[src/rtl/comparator_stats_pkg.sv]
// rtl/comparator_stats_pkg.sv - shared states, defaults and flag check for comparator_stats
package comparator_stats_pkg;

  localparam int DEF_WIDTH  = 4;
  localparam int DEF_CNT_W  = 8;
  localparam int DEF_WINDOW = 16;

  typedef enum logic [1:0] {
    IDLE   = 2'd0,
    ACCUM  = 2'd1,
    REPORT = 2'd2
  } state_t;

  // Exactly one of {ceq, clt, cgt} must be set for a sample to be trusted
  function automatic logic is_onehot3(input logic [2:0] f);
    return (f == 3'b001) || (f == 3'b010) || (f == 3'b100);
  endfunction

endpackage

[src/rtl/comparator_stats_cmp_sat_counter.sv]
// rtl/comparator_stats_cmp_sat_counter.sv - clearable up-counter that sticks at all ones
module cmp_sat_counter #(
  parameter int W = 8
) (
  input  logic         clk,
  input  logic         rst,
  input  logic         clr,
  input  logic         inc,
  output logic [W-1:0] q
);

  // Clear has priority; increments stop once the counter is full
  always_ff @(posedge clk or posedge rst) begin
    if (rst) begin
      q <= '0;
    end else if (clr) begin
      q <= '0;
    end else if (inc && (q != '1)) begin
      q <= q + W'(1);
    end
  end

endmodule

[src/rtl/comparator_stats.sv]
// rtl/comparator_stats.sv - windowed outcome tally and max/min tracker behind the comparator
module comparator_stats
  import comparator_stats_pkg::*;
#(
  parameter int WIDTH  = DEF_WIDTH,
  parameter int CNT_W  = DEF_CNT_W,
  parameter int WINDOW = DEF_WINDOW
) (
  input  logic             clk,
  input  logic             rst,
  input  logic             start,
  input  logic             in_valid,
  output logic             in_ready,
  input  logic [WIDTH-1:0] a,
  input  logic [WIDTH-1:0] b,
  input  logic             ceq,
  input  logic             clt,
  input  logic             cgt,
  output logic [CNT_W-1:0] eq_cnt,
  output logic [CNT_W-1:0] lt_cnt,
  output logic [CNT_W-1:0] gt_cnt,
  output logic [CNT_W-1:0] err_cnt,
  output logic [WIDTH-1:0] max_val,
  output logic [WIDTH-1:0] min_val,
  output logic             busy,
  output logic             done,
  input  logic             ack
);

  localparam int SC_W = $clog2(WINDOW + 1);

  state_t           state;
  logic [SC_W-1:0]  sample_cnt;
  logic             accept;
  logic             flags_ok;
  logic             clr;
  logic [WIDTH-1:0] larger;
  logic [WIDTH-1:0] smaller;

  assign accept   = in_valid && in_ready;
  assign flags_ok = is_onehot3({ceq, clt, cgt});
  // A new window opens from IDLE, or straight out of REPORT when ack and start coincide
  assign clr      = start && ((state == IDLE) || ((state == REPORT) && ack));
  assign larger   = clt ? b : a;
  assign smaller  = clt ? a : b;

  cmp_sat_counter #(.W(CNT_W)) u_eq_cnt (
    .clk(clk), .rst(rst), .clr(clr), .inc(accept && flags_ok && ceq), .q(eq_cnt)
  );
  cmp_sat_counter #(.W(CNT_W)) u_lt_cnt (
    .clk(clk), .rst(rst), .clr(clr), .inc(accept && flags_ok && clt), .q(lt_cnt)
  );
  cmp_sat_counter #(.W(CNT_W)) u_gt_cnt (
    .clk(clk), .rst(rst), .clr(clr), .inc(accept && flags_ok && cgt), .q(gt_cnt)
  );
  cmp_sat_counter #(.W(CNT_W)) u_err_cnt (
    .clk(clk), .rst(rst), .clr(clr), .inc(accept && !flags_ok), .q(err_cnt)
  );

  // Window FSM with registered handshake outputs, sample count and max/min tracking
  always_ff @(posedge clk or posedge rst) begin
    if (rst) begin
      state      <= IDLE;
      sample_cnt <= '0;
      max_val    <= '0;
      min_val    <= '0;
      busy       <= 1'b0;
      done       <= 1'b0;
      in_ready   <= 1'b0;
    end else begin
      case (state)
        IDLE: begin
          if (start) begin
            state      <= ACCUM;
            sample_cnt <= '0;
            max_val    <= '0;
            min_val    <= '1;
            busy       <= 1'b1;
            in_ready   <= 1'b1;
          end
        end
        ACCUM: begin
          if (accept) begin
            sample_cnt <= sample_cnt + SC_W'(1);
            if (flags_ok) begin
              if (larger > max_val) max_val <= larger;
              if (smaller < min_val) min_val <= smaller;
            end
            if (sample_cnt == SC_W'(WINDOW - 1)) begin
              state    <= REPORT;
              busy     <= 1'b0;
              in_ready <= 1'b0;
              done     <= 1'b1;
            end
          end
        end
        REPORT: begin
          if (ack) begin
            done <= 1'b0;
            if (start) begin
              state      <= ACCUM;
              sample_cnt <= '0;
              max_val    <= '0;
              min_val    <= '1;
              busy       <= 1'b1;
              in_ready   <= 1'b1;
            end else begin
              state <= IDLE;
            end
          end
        end
        default: begin
          state    <= IDLE;
          busy     <= 1'b0;
          done     <= 1'b0;
          in_ready <= 1'b0;
        end
      endcase
    end
  end

endmodule

[config.mk]
export PLATFORM = sky130hd
export DESIGN_NAME = comparator_stats
export DESIGN_NICKNAME = d
export VERILOG_FILES = /design/src/rtl/comparator_stats_pkg.sv /design/src/rtl/comparator_stats_cmp_sat_counter.sv /design/src/rtl/comparator_stats.sv
export SDC_FILE = /design/constraint.sdc
export NUM_CORES = 1
export LEC_CHECK = 0
export ABC_CLOCK_PERIOD_IN_PS = 4900
export CORE_UTILIZATION = 55
export DETAILED_ROUTE_END_ITERATION = 10
export PLACE_DENSITY = 0.85
export SYNTH_ARGS = -nofsm -noshare
export SYNTH_HDL_FRONTEND = slang
export SYNTH_SLANG_ARGS = --single-unit
[constraint.sdc]
create_clock -name clk -period 4.9 [get_ports clk]
set_clock_uncertainty 0.05 [all_clocks]
set_input_delay 0.98 -clock clk [delete_from_list [all_inputs] [get_ports clk]]
set_output_delay 0.98 -clock clk [all_outputs]
set_load 0.005 [all_outputs]
; Word level (Yosys, flattened, before mapping)
; Index checks and enable logic that the tools add are counted.
[word_totals]
regBits = 50
input_bits = 16
out_inout_bits = 43
[op_classes]
n_addsub = 5
n_lt_le_gt_ge = 2
eq_ne = 17
n_mux = 44
bitwise_logic = 1
n_reduce_logical = 28
[op_table]
columns = op, n
row1 = 2-to-1 mux 8 bit, 8
row2 = 2-to-1 mux 4 bit, 12
row3 = adder 8 x 1 -> 8 bit (second input constant), 4
row4 = inequality test 8 bit (second input constant), 4
row5 = case mux 4 bit (3 select lines), 2
row6 = 2-to-1 mux 5 bit, 3
row7 = case mux 5 bit (3 select lines), 1
row8 = inequality test 2 bit (second input constant), 7
row9 = logical AND 1 bit, 12
row10 = 2-to-1 mux 1 bit, 10
row11 = AND reduction 5 bit, 2
row12 = case mux 1 bit (3 select lines), 3
row13 = 2-to-1 mux 2 bit, 4
row14 = AND reduction 4 bit, 2
row15 = nonzero test 2 bit, 4
row16 = case mux 2 bit (3 select lines), 1
row17 = AND reduction 3 bit, 2
row18 = adder 5 x 1 -> 5 bit (second input constant), 1
row19 = equality test 5 x 4 -> 1 bit (second input constant), 1
row20 = > comparator 4 bit, 1
row21 = less-than comparator 4 bit, 1
row22 = equality test 3 x 1 -> 1 bit (second input constant), 1
row23 = equality test 3 x 2 -> 1 bit (second input constant), 1
row24 = equality test 3 bit (second input constant), 1
row25 = 7 further kinds, 9

; Depth between registers and ports, before layout
[depth]
word_depth = 8
depth_mapped = 9
mapped_depth_nobuf = 7

; Hierarchy
; Synthesis repeated with hierarchy kept, for this count alone.
[unflattened]
cells_unflattened = 313
area_unflattened_um2 = 3184.3
[modules_own_cells]
columns = mod, n_inst, cells_per_inst, area_each_um2, seq_area_each_um2
row1 = cmp_sat_counter, 4, 49, 504.2, 200.2
row2 = comparator_stats, 1, 117, 1167.4, 450.4

; Worst setup path before layout
; Ideal clock, no wire load.
[synth_timing]
path_kind = input port to flip-flop
from = in clt
to = reg min_val[0]
arrival_ns = 2.879
t_required_ns = 4.725
path_slack_ns = 1.846
stages = 9
n_path_buf = 2
path_cell_list = buf_2 -> mux2_2 -> ha_1 -> a21o_1 -> a21oi_1 -> nor2_1 -> or3_1 -> buf_6 -> mux2_4
[synth_between]
elab_chain_len = 5
word_cells_on_any_way = 14
classes_between = order compare: 1 / eq/ne: 5 / mux: 5 / reduce/logical: 3
[synth_lines]
columns = item, line_no
row1 = from (decl), comparator_stats.sv:17  ; input logic clt,
row2 = "parallel branches: the longest is 5 deep, another holds less-than comparator 4 bit", -
row3 = to (signal assigned), comparator_stats.sv:87  ; if (smaller < min_val) min_val <= smaller;
row4 = to (decl), comparator_stats.sv:24  ; output logic [WIDTH-1:0] min_val,
; Parallel ways; which one is timed is not known. The select of a mux whose other input is x is not followed.
; A chain may end at the register's enable or synchronous reset.

; Worst setup path in the final report
; Same ends and word-level chain as after synthesis.

==> impl_metrics.csv <==
group,metric,value,unit
sta,period_share,71.8,%
global_routing,grt_util_met1,29.7,%
layout,drive_gt1_share,6.23,%
global_routing,grt_overflow_total,0,
clock_network,clock_path_buffers,2,
critical_path,crit_required,5040,ps
global_routing,grt_usage,22.7,%
synthesis,netlist_instances,297,
placement,io_buffers,58,
global_routing,grt.busiest_layer,"met2",
sta,slew_viol_final,0,
layout,syn_to_final_growth,24.5,%
sta,tightest_slew,1020,ps
routing,firstDrtPassIters,4,
layout,diodes,0,
sta,final-hold-violation-count,0,
job,maxCapViolations,0,
clock_network,cts_sinks,50,
sta,setup_viol,0,
pwr,power.density,343,nW/µm²
die,die-height,73.9,µm
synthesis,synth_top_cells_by_count,"dfrtp_1, nor2_1, nand2_1",
sta,relSlewSlack,32.1,%
clock_network,cts-resized-gates,0,
sta,timing.fmax,284,MHz
synthesis,seq_area_frac_synth,44.0,%
synthesis,netlist.area_leader.share,44.0,%
outcome,outcome,"completed",
routing,totalWireLength,5.87,mm
synthesis,synth_fp_nets,326,
synthesis,synth_edf_count,0,
clock_network,clk_pin_slew,90,ps
clock_network,htree_levels,2,
routing,drc,0,
layout,fillers,376,
critical_path,startpoint_type,"primary input",
die,num_rows,25,
global_routing,grt_first_pass_wirelength,9.50,mm
synthesis,syn-cell-area,2840,µm²
synthesis,synthArstFlopShare,100,%
clock_network,cts_buffers,5,
clock_network,cts_tree,"built",
global_routing,global_route.usage.met2,38.5,%
synthesis,yosysMostFrequentCell,"dfrtp_1",
global_routing,grt_pass1_vias,2116,
die,coreArea,4850,µm²
synthesis,dominantRegCellSynth,"dfrtp_1",
layout,nNetsFinal,382,
placement,dp_hpwl,4.33,mm
synthesis,yosys-top-cells-area,"dfrtp_1, ha_1, nor2_1",
critical_path,path_max_fanout,14,
min_path,hold_path.class,"reg -> reg",
die,ios,59,
critical_path,cp.arrival,3660,ps
clock_network,hold_buffers,0,
routing,via_per_inst,5.58,
pwr,worst_ir_drop_vdd,0.199,mV
global_routing,grt_max_degree,51,
pwr,total_power,1210,µW
synthesis,ys_seq_elements,50,
placement,place_worst_setup_slack,1100,ps
routing,drt_iter0_drc,129,
pwr,leakage,0.00157,µW
synthesis,synth_top_cell_by_area,"dfrtp_1",
sta,rsz0062_at_grt,"no",
global_routing,use_met3,4.66,%
routing,wire_per_inst,14.0,µm
synthesis,synthDistinctLibCells,45,
sta,layout_setup_ws,1380,ps
synthesis,syn_avg_cell_area,9.57,µm²
synthesis,yosys_warnings,0,
clock_network,clock_latency,300,ps
routing,drtAntennaViolNets,0,
sta,min_period,3520,ps
die,start_util,58.6,%
critical_path,crit_type,"in -> reg",
die,die-area,5460,µm²
placement,gp_congestion,0.873,
clock_network,cts_root_buffer,"clkbuf_8",
routing,vias,2342,
die,fp.dieW,73.9,µm
clock_network,cts_setup_buffers,0,
sta,final.setup.tns,0,ps
critical_path,end_kind,"register",
global_routing,antenna_found_initial,0,
## final cells by class
type | instances | area (µm²) | area share [%]
clock buffer | 6 | 72.6 | 2.05
clock inverter | 1 | 7.51 | 0.212
inverter | 11 | 41.3 | 1.17
multi-input combinational | 225 | 1490 | 42.0
sequential | 50 | 1250 | 35.4
tap | 67 | 83.8 | 2.37
timing repair buffer | 60 | 596 | 16.8
## report_power, final
part | internal, µW | switching [µW]
Clock | 98.1 | 130
Sequential | 490 | 78.0
Combinational | 235 | 184
Total | 822 | 391
## path summary, 6_finish.rpt
check                      depth (start not counted)                         to                       from  slack (ps)
max reg2reg                                        6  u_eq_cnt.q[7]$_DFFE_PP0P_  u_eq_cnt.q[0]$_DFFE_PP0P_        2600
max in group asynchronous                          2     max_val[2]$_DFFE_PP0P_                        rst        3010
min in group asynchronous                          2     min_val[0]$_DFFE_PP0P_                        rst        1180
max                                                8     min_val[0]$_DFFE_PP0P_                        clt        1380
min reg2reg                                        1     max_val[0]$_DFFE_PP0P_     max_val[0]$_DFFE_PP0P_         480
min                                                1     max_val[0]$_DFFE_PP0P_     max_val[0]$_DFFE_PP0P_         480
## placed cells by master (no fill, tap or decap), types with 2 or more instances in the layout
cell | synthesis | layout
clkdlybuf4s50_1 | 0 | 58
dfrtp_1 | 50 | 50
nor2_1 | 40 | 39
nand2_1 | 32 | 32
a21oi_1 | 13 | 13
xnor2_1 | 13 | 13
ha_1 | 13 | 13
o21ai_0 | 11 | 11
xor2_1 | 11 | 11
inv_1 | 11 | 10
mux2i_1 | 10 | 10
nand3_1 | 9 | 9
nor3_1 | 9 | 9
nand4_1 | 8 | 8
mux2_2 | 6 | 6
nor4_1 | 5 | 5
clkbuf_8 | 0 | 5
and3_1 | 4 | 4
or3_1 | 4 | 4
o211ai_1 | 4 | 4
and4_1 | 3 | 3
nand2b_1 | 3 | 3
a21o_1 | 3 | 3
o22ai_1 | 2 | 2
a311oi_2 | 2 | 2
nor3b_1 | 2 | 2
buf_4 | 0 | 2
## critical path: stages
cell and delay [ps]:
clkdlybuf4s50_1 840, mux2_2 420, ha_1 290, a21o_1 180, a21oi_1 130, nor2_1 40, or3_1 430, mux2_4 340
## registers in the layout, indices dropped and copies added, names as in the netlist, 2 cells and up
name	cells
u_gt_cnt.q	8
u_lt_cnt.q	8
u_err_cnt.q	8
max_val	4
u_eq_cnt.q	8
state	2
min_val	4
sample_cnt	5
## cells by family (layout without fill, tap and decap cells)
kind of cell	count (synthesis)	count (layout)	synth area share, %
AND/OR/NAND/NOR	127	127	22.2
adder cells (fa/ha/maj)	13	13	5.72
buffers and inverters	22	78	3.79
multiplexers	18	18	6.82
AO/OA/AOI/OAI	43	43	10.0
XOR/XNOR	24	24	7.40
flip-flops	50	50	44.0
## metrics by stage
step                      hold WS, ps  instance area (µm²)  util, %  instances
after floorplan                   437                 2840        -        297
after global placement            443                 3460     71.3        413
after detailed placement          463                 3460     71.3        413
after CTS                         486                 3540     73.0        420
after global routing              501                 3540     73.0        420
final                             478                 3540     73.0        420
## layer usage
layer / wire length (µm) / vias to the layer above
met5: 0 / -
met4: 38 / 0
met3: 269 / 5
met2: 2830 / 50
met1: 2730 / 1136
li1: - / 1151
Power figures use the tool's default switching activity.
